File: src/rtl/adder_arbiter_pkg.sv
// adder_arbiter_pkg
// Shared definitions for the adder arbiter slice:
//   state_t  - controller state encoding (IDLE, ADD, DONE)
//   ADD_W    - width of the shared ripple adder
//   idx_w()  - width of a requester index for n requesters (minimum 1 bit)
package adder_arbiter_pkg;

  localparam int ADD_W = 8;

  typedef enum logic [1:0] {
    ST_IDLE = 2'd0,
    ST_ADD  = 2'd1,
    ST_DONE = 2'd2
  } state_t;

  function automatic int idx_w(input int n);
    return (n < 2) ? 1 : $clog2(n);
  endfunction

endpackage

File: src/rtl/adder_arbiter_adder.sv
// adder_arbiter_adder
// Plain 8-bit ripple-carry adder built from eight one-bit full adders.
// Ports:
//   a, b  [ADD_W-1:0]  operands
//   cin                carry into bit 0
//   sum   [ADD_W-1:0]  a + b + cin, modulo 2^ADD_W
// The carry out of the top bit is never formed: the arbiter only wants the
// wrapped sum, so the chain simply stops at the last full adder.
module adder_arbiter_adder
  import adder_arbiter_pkg::*;
(
  input  logic [ADD_W-1:0] a,
  input  logic [ADD_W-1:0] b,
  input  logic             cin,
  output logic [ADD_W-1:0] sum
);

  // c[i] is the carry into bit i.
  logic [ADD_W-1:0] c;

  assign c[0] = cin;

  for (genvar i = 0; i < ADD_W; i++) begin : g_fa
    assign sum[i] = a[i] ^ b[i] ^ c[i];
    if (i < ADD_W - 1) begin : g_carry
      assign c[i+1] = (a[i] & b[i]) | (c[i] & (a[i] ^ b[i]));
    end
  end

endmodule

File: src/rtl/adder_arbiter.sv
// adder_arbiter
// Round-robin arbiter in front of one shared 8-bit adder. Each requester
// holds req high with its operands until it sees its gnt pulse; the winner's
// operands are captured, added, and the wrapped sum is presented for one
// cycle with res_valid.
//
// Handshake: req[i] is a level request that is only looked at while the
// controller is idle. A request is accepted on the edge that raises gnt[i]
// (gnt is high for the cycle following that edge); operands are captured on
// that same edge, so the requester may change or drop them while gnt is high.
// There is no backpressure on the result side: res_valid is a one-cycle
// pulse and res_sum/res_id then hold until the next result replaces them.
//
// Ports:
//   clk, rst_n          clock, asynchronous active-low reset
//   req   [NREQ-1:0]    per-requester add request
//   op_a  [NREQ*W-1:0]  operand A, requester i at [i*W +: W]
//   op_b  [NREQ*W-1:0]  operand B, same packing
//   gnt   [NREQ-1:0]    one-hot grant pulse (operand capture)
//   res_valid           one-cycle result strobe
//   res_id              requester that owns res_sum
//   res_sum [W-1:0]     (A + B) mod 2^W
//   busy                high whenever the controller is not idle
//   dbg_state           current controller state
module adder_arbiter
  import adder_arbiter_pkg::*;
#(
  parameter int NREQ = 4,
  parameter int W    = ADD_W,
  localparam int IW  = idx_w(NREQ)
) (
  input  logic            clk,
  input  logic            rst_n,
  input  logic [NREQ-1:0] req,
  input  logic [NREQ*W-1:0] op_a,
  input  logic [NREQ*W-1:0] op_b,
  output logic [NREQ-1:0] gnt,
  output logic            res_valid,
  output logic [IW-1:0]   res_id,
  output logic [W-1:0]    res_sum,
  output logic            busy,
  output state_t          dbg_state
);

  state_t          state, state_n;
  logic [IW-1:0]   last_grant;
  logic [IW-1:0]   idx_q;
  logic [W-1:0]    a_q, b_q;
  logic [W-1:0]    sum;
  logic [IW-1:0]   winner;
  logic            take;

  // Round-robin pick: scan upward from the requester after the last winner,
  // wrapping around, and take the first active request. Returns 0 when
  // nothing is requested; callers only use the result when req != 0.
  function automatic logic [IW-1:0] rr_pick(input logic [NREQ-1:0] r,
                                            input logic [IW-1:0]   last);
    logic [IW-1:0] pick;
    logic          found;
    int            idx;
    pick  = '0;
    found = 1'b0;
    for (int k = 1; k <= NREQ; k++) begin
      idx = (int'(last) + k) % NREQ;
      if (!found && r[idx]) begin
        pick  = IW'(idx);
        found = 1'b1;
      end
    end
    return pick;
  endfunction

  assign winner = rr_pick(req, last_grant);
  assign take   = (state == ST_IDLE) && (req != '0);

  adder_arbiter_adder u_adder (
    .a   (a_q),
    .b   (b_q),
    .cin (1'b0),
    .sum (sum)
  );

  // State register.
  always_ff @(posedge clk or negedge rst_n) begin
    if (!rst_n) begin
      state <= ST_IDLE;
    end else begin
      state <= state_n;
    end
  end

  // Next state and decoded outputs. gnt/res_valid/busy are pure decodes of
  // the registered state, so an asynchronous reset clears them immediately.
  always_comb begin
    state_n   = state;
    gnt       = '0;
    res_valid = 1'b0;
    busy      = 1'b1;
    case (state)
      ST_IDLE: begin
        busy = 1'b0;
        if (req != '0) state_n = ST_ADD;
      end
      ST_ADD: begin
        gnt[idx_q] = 1'b1;
        state_n    = ST_DONE;
      end
      ST_DONE: begin
        res_valid = 1'b1;
        state_n   = ST_IDLE;
      end
      default: begin
        state_n = ST_IDLE;
      end
    endcase
  end

  assign dbg_state = state;

  // Operand capture and arbitration history; updated only when a request
  // is accepted.
  always_ff @(posedge clk or negedge rst_n) begin
    if (!rst_n) begin
      a_q        <= '0;
      b_q        <= '0;
      idx_q      <= '0;
      last_grant <= IW'(NREQ - 1);
    end else if (take) begin
      a_q        <= op_a[winner*W +: W];
      b_q        <= op_b[winner*W +: W];
      idx_q      <= winner;
      last_grant <= winner;
    end
  end

  // Result registers load at the end of ADD and otherwise hold.
  always_ff @(posedge clk or negedge rst_n) begin
    if (!rst_n) begin
      res_sum <= '0;
      res_id  <= '0;
    end else if (state == ST_ADD) begin
      res_sum <= sum;
      res_id  <= idx_q;
    end
  end

endmodule

File: config.mk
export PLATFORM = sky130hd
export DESIGN_NAME = adder_arbiter
export DESIGN_NICKNAME = d
export VERILOG_FILES = /design/src/rtl/adder_arbiter_pkg.sv /design/src/rtl/adder_arbiter_adder.sv /design/src/rtl/adder_arbiter.sv
export SDC_FILE = /design/constraint.sdc
export NUM_CORES = 1
export LEC_CHECK = 0
export ABC_CLOCK_PERIOD_IN_PS = 3060
export BUFFER_PORTS_ARGS = -buffer_cell sky130_fd_sc_hd__buf_2
export CAP_MARGIN = 20
export CORE_MARGIN = 2
export CORE_UTILIZATION = 43
export DETAILED_ROUTE_END_ITERATION = 8
export PLACE_DENSITY = 0.76
export SYNTH_ARGS = -nofsm -noshare
export SYNTH_HDL_FRONTEND = slang
export SYNTH_SLANG_ARGS = --single-unit
File: constraint.sdc
create_clock -name clk -period 3.06 [get_ports clk]
set_clock_uncertainty 0.15 [all_clocks]
set_input_delay 0.612 -clock clk [delete_from_list [all_inputs] [get_ports clk]]
set_output_delay 0.612 -clock clk [all_outputs]
set_load 0.01 [all_outputs]
### After elaboration in Yosys (flattened, before gate mapping)

Cells that the tools add are included.

* register bits after elaboration: 32
* bits of input ports: 70
* output and inout port bits: 18
* logic and storage cells: 100

* $add $sub $neg: 4
* shift-type cells: 2
* bitwise operators: 38
* reduce and logical (&&, ||, !) cells: 14
* magnitude comparators: 6
* muxes and demuxes: 26
* equal/unequal tests: 3

Operators with widths (count)
* indexed part select 32 x 6 -> 8 bit: 2
* less-than comparator 3 x 4 -> 1 bit (second input constant): 4
* XOR 1 bit: 15
* 2-to-1 mux 1 bit: 14
* AND 1 bit: 13
* 2-to-1 mux 2 bit: 5
* binary-select mux 1 bit (select 2 bit): 4
* OR reduction 2 bit: 4
* OR 1 bit: 6
* logical AND 1 bit: 5
* adder 2 x 1 -> 2 bit (second input constant): 2
* adder 2 bit (second input constant): 2
* AND 1 bit (first input constant): 4
* 2-to-1 mux 4 bit: 1
* one-hot mux 2 bit (2 select lines): 1
* nonzero test 4 bit: 1
* zero test 1 bit: 3
* less-than comparator 2 x 3 -> 1 bit (second input constant): 1
* demux 1 bit (select 2 bit): 1
* == test 2 x 1 -> 1 bit (second input constant): 1
* == test 2 bit (second input constant): 1
* greater-or-equal comparator 2 x 1 -> 1 bit (second input constant): 1
* zero test 2 bit: 1
* != test 2 x 1 -> 1 bit (second input constant): 1

### Depth between registers and ports, before layout

* depth after elaboration: 17
* mapped depth: 11
* gate-level depth less buffers: 11

### Cells and area by module

Synthesis repeated with hierarchy kept, for this count alone.

* cell total of the unflattened synthesis: 184
* area, all modules: 1958.1 µm²

By module, submodules not included
* adder_arbiter: area an instance 1775.5 µm², times used 1, cells each 171, seq. area each 803.3 µm²
* adder_arbiter_adder: area an instance 182.7 µm², times used 1, cells each 13, seq. area each 0.0 µm²

### Worst setup path before layout

No wires, ideal clock.

* kind: register -> register
* start: reg a_q[0]
* end: reg res_sum[7]
* setup slack: -100 ps
* library setup time: 130 ps
* path buffers: 0
* clock period less this slack: 3160 ps
* cell stages (with the launch flop): 12
* data required time: 2780 ps
* arrival: 2880 ps
* cell sequence: dfrtp_1 ha_1 inv_1 fa_1 inv_1 fa_1 fa_1 fa_1 fa_1 fa_1 xnor2_1 o21ai_0

* word-level cells in the longest chain between the ends: 14

Ends and longest elaborated chain
* start, declared: line adder_arbiter.sv:48 `logic [W-1:0] a_q, b_q;`
* start signal, assigned: line adder_arbiter.sv:129 `a_q <= op_a[winner*W +: W];`
* AND 1 bit (2 in series): line adder_arbiter_adder.sv:26 `assign c[i+1] = (a[i] & b[i]) | (c[i] & (a[i] ^ b[i]));`
* OR 1 bit: line adder_arbiter_adder.sv:26
* AND 1 bit: line adder_arbiter_adder.sv:26
* OR 1 bit: line adder_arbiter_adder.sv:26
* AND 1 bit: line adder_arbiter_adder.sv:26
* OR 1 bit: line adder_arbiter_adder.sv:26
* AND 1 bit: line adder_arbiter_adder.sv:26
* OR 1 bit: line adder_arbiter_adder.sv:26
* AND 1 bit: line adder_arbiter_adder.sv:26
* OR 1 bit: line adder_arbiter_adder.sv:26
* AND 1 bit: line adder_arbiter_adder.sv:26
* OR 1 bit: line adder_arbiter_adder.sv:26
* XOR 1 bit: line adder_arbiter_adder.sv:24 `assign sum[i] = a[i] ^ b[i] ^ c[i];`
* end signal, assigned: line adder_arbiter.sv:142 `res_sum <= sum;`
* end, declared: line adder_arbiter.sv:40 `output logic [W-1:0] res_sum,`

No other way between the ends.
A chain may end at the register's enable or synchronous reset.

### Worst setup path in the final report

Same ends and word-level chain as after synthesis.

==> results.py <==
metrics = {
    "outcome": {
        "status": "completed",
    },
    "setup_path": {
        "startpoint_type": "flip-flop",
        "worst_path_max_delay_cell": "sky130_fd_sc_hd__dfrtp_1",
        "path_common_cell": "sky130_fd_sc_hd__fa_2",
        "startpoint": "a_q[0]",
        "worst_path_largest_cell_delay_ps": 380,
        "worst-setup-path-type": "flip-flop to flip-flop",
        "worstPathMaxFanout": 2,
        "rr_startpoint": "a_q[0]",
        "timing.critical_path.required_ps": 3070,
        "critical_path.endpoint_type": "flip-flop",
        "timing.critical_path.cells": "ha_2, inv_2, fa_2, inv_2, fa_2, fa_2, fa_2, fa_2, fa_2, xnor2_2, o21ai_1",
        "arrival_ps": 3070,
    },
    "detailed_routing": {
        "total_vias_in_the_final_route": 1821,
        "routed_via_density": 5.09,
        "route.antenna.remaining_nets": 0,
        "drc": 0,
        "detailedRoute.firstIterationViolations": 59,
        "wl_microns": 4870,
        "drt_first_pass_iters": 4,
        "detail_route.wl_per_cell_microns": 13.6,
    },
    "power": {
        "vdd_ir_drop_max_v": 0.000358,
        "power.total_mw": 2.62,
        "total_leakage_power_nw": 1.34,
        "cellPowerDensity_nw_per_um2": 981,
    },
    "timing": {
        "maxSlewHeadroom": 0.413,
        "max_clock_freq_mhz": 327,
        "finalWorstPathRequiredPeriod_ps": 3050,
        "min_period_over_period": 0.998,
        "worst_pin_slew_ps": 880,
        "finalSetupViolations": 0,
        "final-hold-violation-count": 0,
        "rsz_0062_raised_after_global_routing": "yes",
        "timing_max_transition_violations_final": 0,
    },
    "grt": {
        "antenna_found_initial": 0,
        "grt_pass1_vias": 1647,
        "grtUsageTotal": 0.187,
        "grt_overflow_total": 0,
        "grt_max_degree": 33,
        "grt_first_pass_wirelength_microns": 7710,
    },
    "cts": {
        "htree_levels": 2,
        "clock_sink_count": 32,
        "clock_insertion_delay_worst_skew_ps": 280,
        "ctsRootBufferMaster": "sky130_fd_sc_hd__clkbuf_8",
        "tritoncts": "yes",
        "cts-buffers-inserted": 5,
        "clk_transition_reported_paths_ps": 60,
        "cts.hold.buffers_added": 0,
        "cts_buffer_depth": 2,
    },
    "floorplan": {
        "initial_utilization": 0.440,
        "die_h_microns": 73.3,
        "std_cell_rows": 25,
        "dieWidth_microns": 73.3,
        "pin_count": 88,
        "core_region_area_sq_um": 4690,
        "area_enclosed_by_the_die_boundary_sq_um": 5370,
    },
    "finish": {
        "fin_cells": 358,
        "synthToLayoutAreaGrowth_pct": 29.1,
        "layout.filler_cells": 433,
        "post-route-util": 0.569,
        "final_nets": 380,
        "final_layout_size_suffix_gt1_frac": 0.447,
        "num_antenna_cells": 0,
    },
    "synth": {
        "yosys_warnings": 0,
        "syn_inst": 214,
        "synth.net_count": 291,
        "synth-main-ff-cell": "sky130_fd_sc_hd__dfrtp_1",
        "synth-seq-cells": 32,
        "seq_area_frac_synth": 0.389,
        "netlist_area_pre_place_sq_um": 2070,
        "netlist_top_cells_area": "sky130_fd_sc_hd__dfrtp_1 36%, sky130_fd_sc_hd__a211oi_2 9.1%, sky130_fd_sc_hd__mux2i_1 7.8%",
        "yosys.area.top_type_share": 0.363,
        "yosys.cell_count.top_type": "sky130_fd_sc_hd__dfrtp_1",
        "yosys-top-cells-count": "30 x sky130_fd_sc_hd__dfrtp_1, 26 x sky130_fd_sc_hd__nand2_1, 22 x sky130_fd_sc_hd__inv_1, 22 x sky130_fd_sc_hd__nor2_1, 17 x sky130_fd_sc_hd__a211oi_1",
        "yosysTopAreaCell": "sky130_fd_sc_hd__dfrtp_1",
        "synth_enable_flop_cells": 0,
        "asr_flop_ratio_synth": 1.00,
        "ys_types": 36,
        "syn_avg_cell_area_sq_um": 9.65,
    },
    "placement": {
        "dpl.hpwl_microns": 3830,
        "globalplace.congestion": 0.754,
        "portBuffers": 87,
        "dpl.cell_count": 349,
    },
    "hold_path": {
        "hp-class": "input pin to async pin",
    },
    "run": {
        "maxCapViolations": 0,
    },
}
[worst max-delay path: cells and delay by family, from the launching register on]
| kind | cells | cell delay, ps |
|---|---|---|
| adders and majority gates | 7 | 2110 |
| DFF | 1 | 380 |
| xor gates and xnor gates | 1 | 160 |
| buffers and inverters | 2 | 90 |
| AOI/OAI and AO/OA | 1 | 70 |
[cell usage in the layout (no fill, tap or decap), drive strengths merged]
master / n
or2: 2
o311ai: 1
a211oi: 32
buf: 94
clkbuf: 8
a21o: 3
clkinv: 1
dfstp: 2
nand2: 27
inv: 22
nand2b: 1
nor2b: 5
a21oi: 2
xnor2: 1
a31oi: 16
nor2: 23
mux2i: 16
fa: 6
xor2: 1
nor3: 1
dfrtp: 30
nor3b: 1
o21ai: 5
ha: 1
and3: 2
or3b: 1
[report_power, final]
group	switching (mW)	internal, mW	total (mW)	leakage, nW
Sequential	0.170	0.657	0.826	0.369
Clock	0.139	0.183	0.322	0.0455
Combinational	0.815	0.654	1.47	0.921
[through the flow]
step	hold slack (ps)	setup slack (ps)	instance area, sq um	setup TNS (ps)
2_1_floorplan	166	18.1	2070	0
3_3_place_gp	304	-31.7	2550	-31.7
3_5_place_dp	308	-104	2550	-159
4_1_cts	251	3.66	2660	0
5_1_grt	285	-88.3	2670	-173
6_report	230	5.05	2670	0
[repair_timing]
item,in CTS,in global routing
setup buffers,1,0
pin swaps,0,0
gates resized for setup,5,3
setup endpoints to repair,2,2
[final timing paths]
kind / slack [ps] / depth (start not counted) / to
max in group asynchronous: 2080 / 1 / a_q[2]
hold reg to reg: 320 / 2 / res_id[0]
hold / removal: 230 / 1 / res_sum[2]
min in group clk: 320 / 2 / res_id[0]
setup / recovery: 5 / 11 / res_sum[7]
setup reg to reg: 5 / 11 / res_sum[7]
[cell type report]
| cell class | count | area, sq um | area share |
|---|---|---|---|
| well taps | 54 | 67.6 | 0.0253 |
| inverters | 23 | 86.3 | 0.0324 |
| repair buffers | 94 | 500 | 0.188 |
| flip-flops and latches | 32 | 803 | 0.301 |
| clock buffers | 8 | 90.1 | 0.0338 |
| multi-input cells | 147 | 1120 | 0.420 |
[sequential cells by signal, indices dropped and copies added, names as in the netlist]
| name | cells |
|---|---|
| idx_q | 2 |
| dbg_state | 2 |
| b_q | 8 |
| res_id | 2 |
| last_grant | 2 |
| res_sum | 8 |
| a_q | 8 |
[routing by layer]
metal	share of wire	global-route usage	routed length, microns
met1	0.47	0.268	2310
met2	0.46	0.294	2250
met3	0.050	0.0316	242
met4	0.013	0.0485	63
met5	0	0	0
[cells by family (layout without fill, tap and decap cells)]
group | Yosys count | after routing | synth area share
mux | 16 | 16 | 0.0775
buf+inv | 35 | 125 | 0.0818
simple gates | 63 | 63 | 0.135
xor+xnor | 2 | 2 | 0.00848
flops | 32 | 32 | 0.389
compound gates | 59 | 59 | 0.244
fa+ha+maj | 7 | 7 | 0.0642
Note: power is estimated with default switching activity, not from simulation.
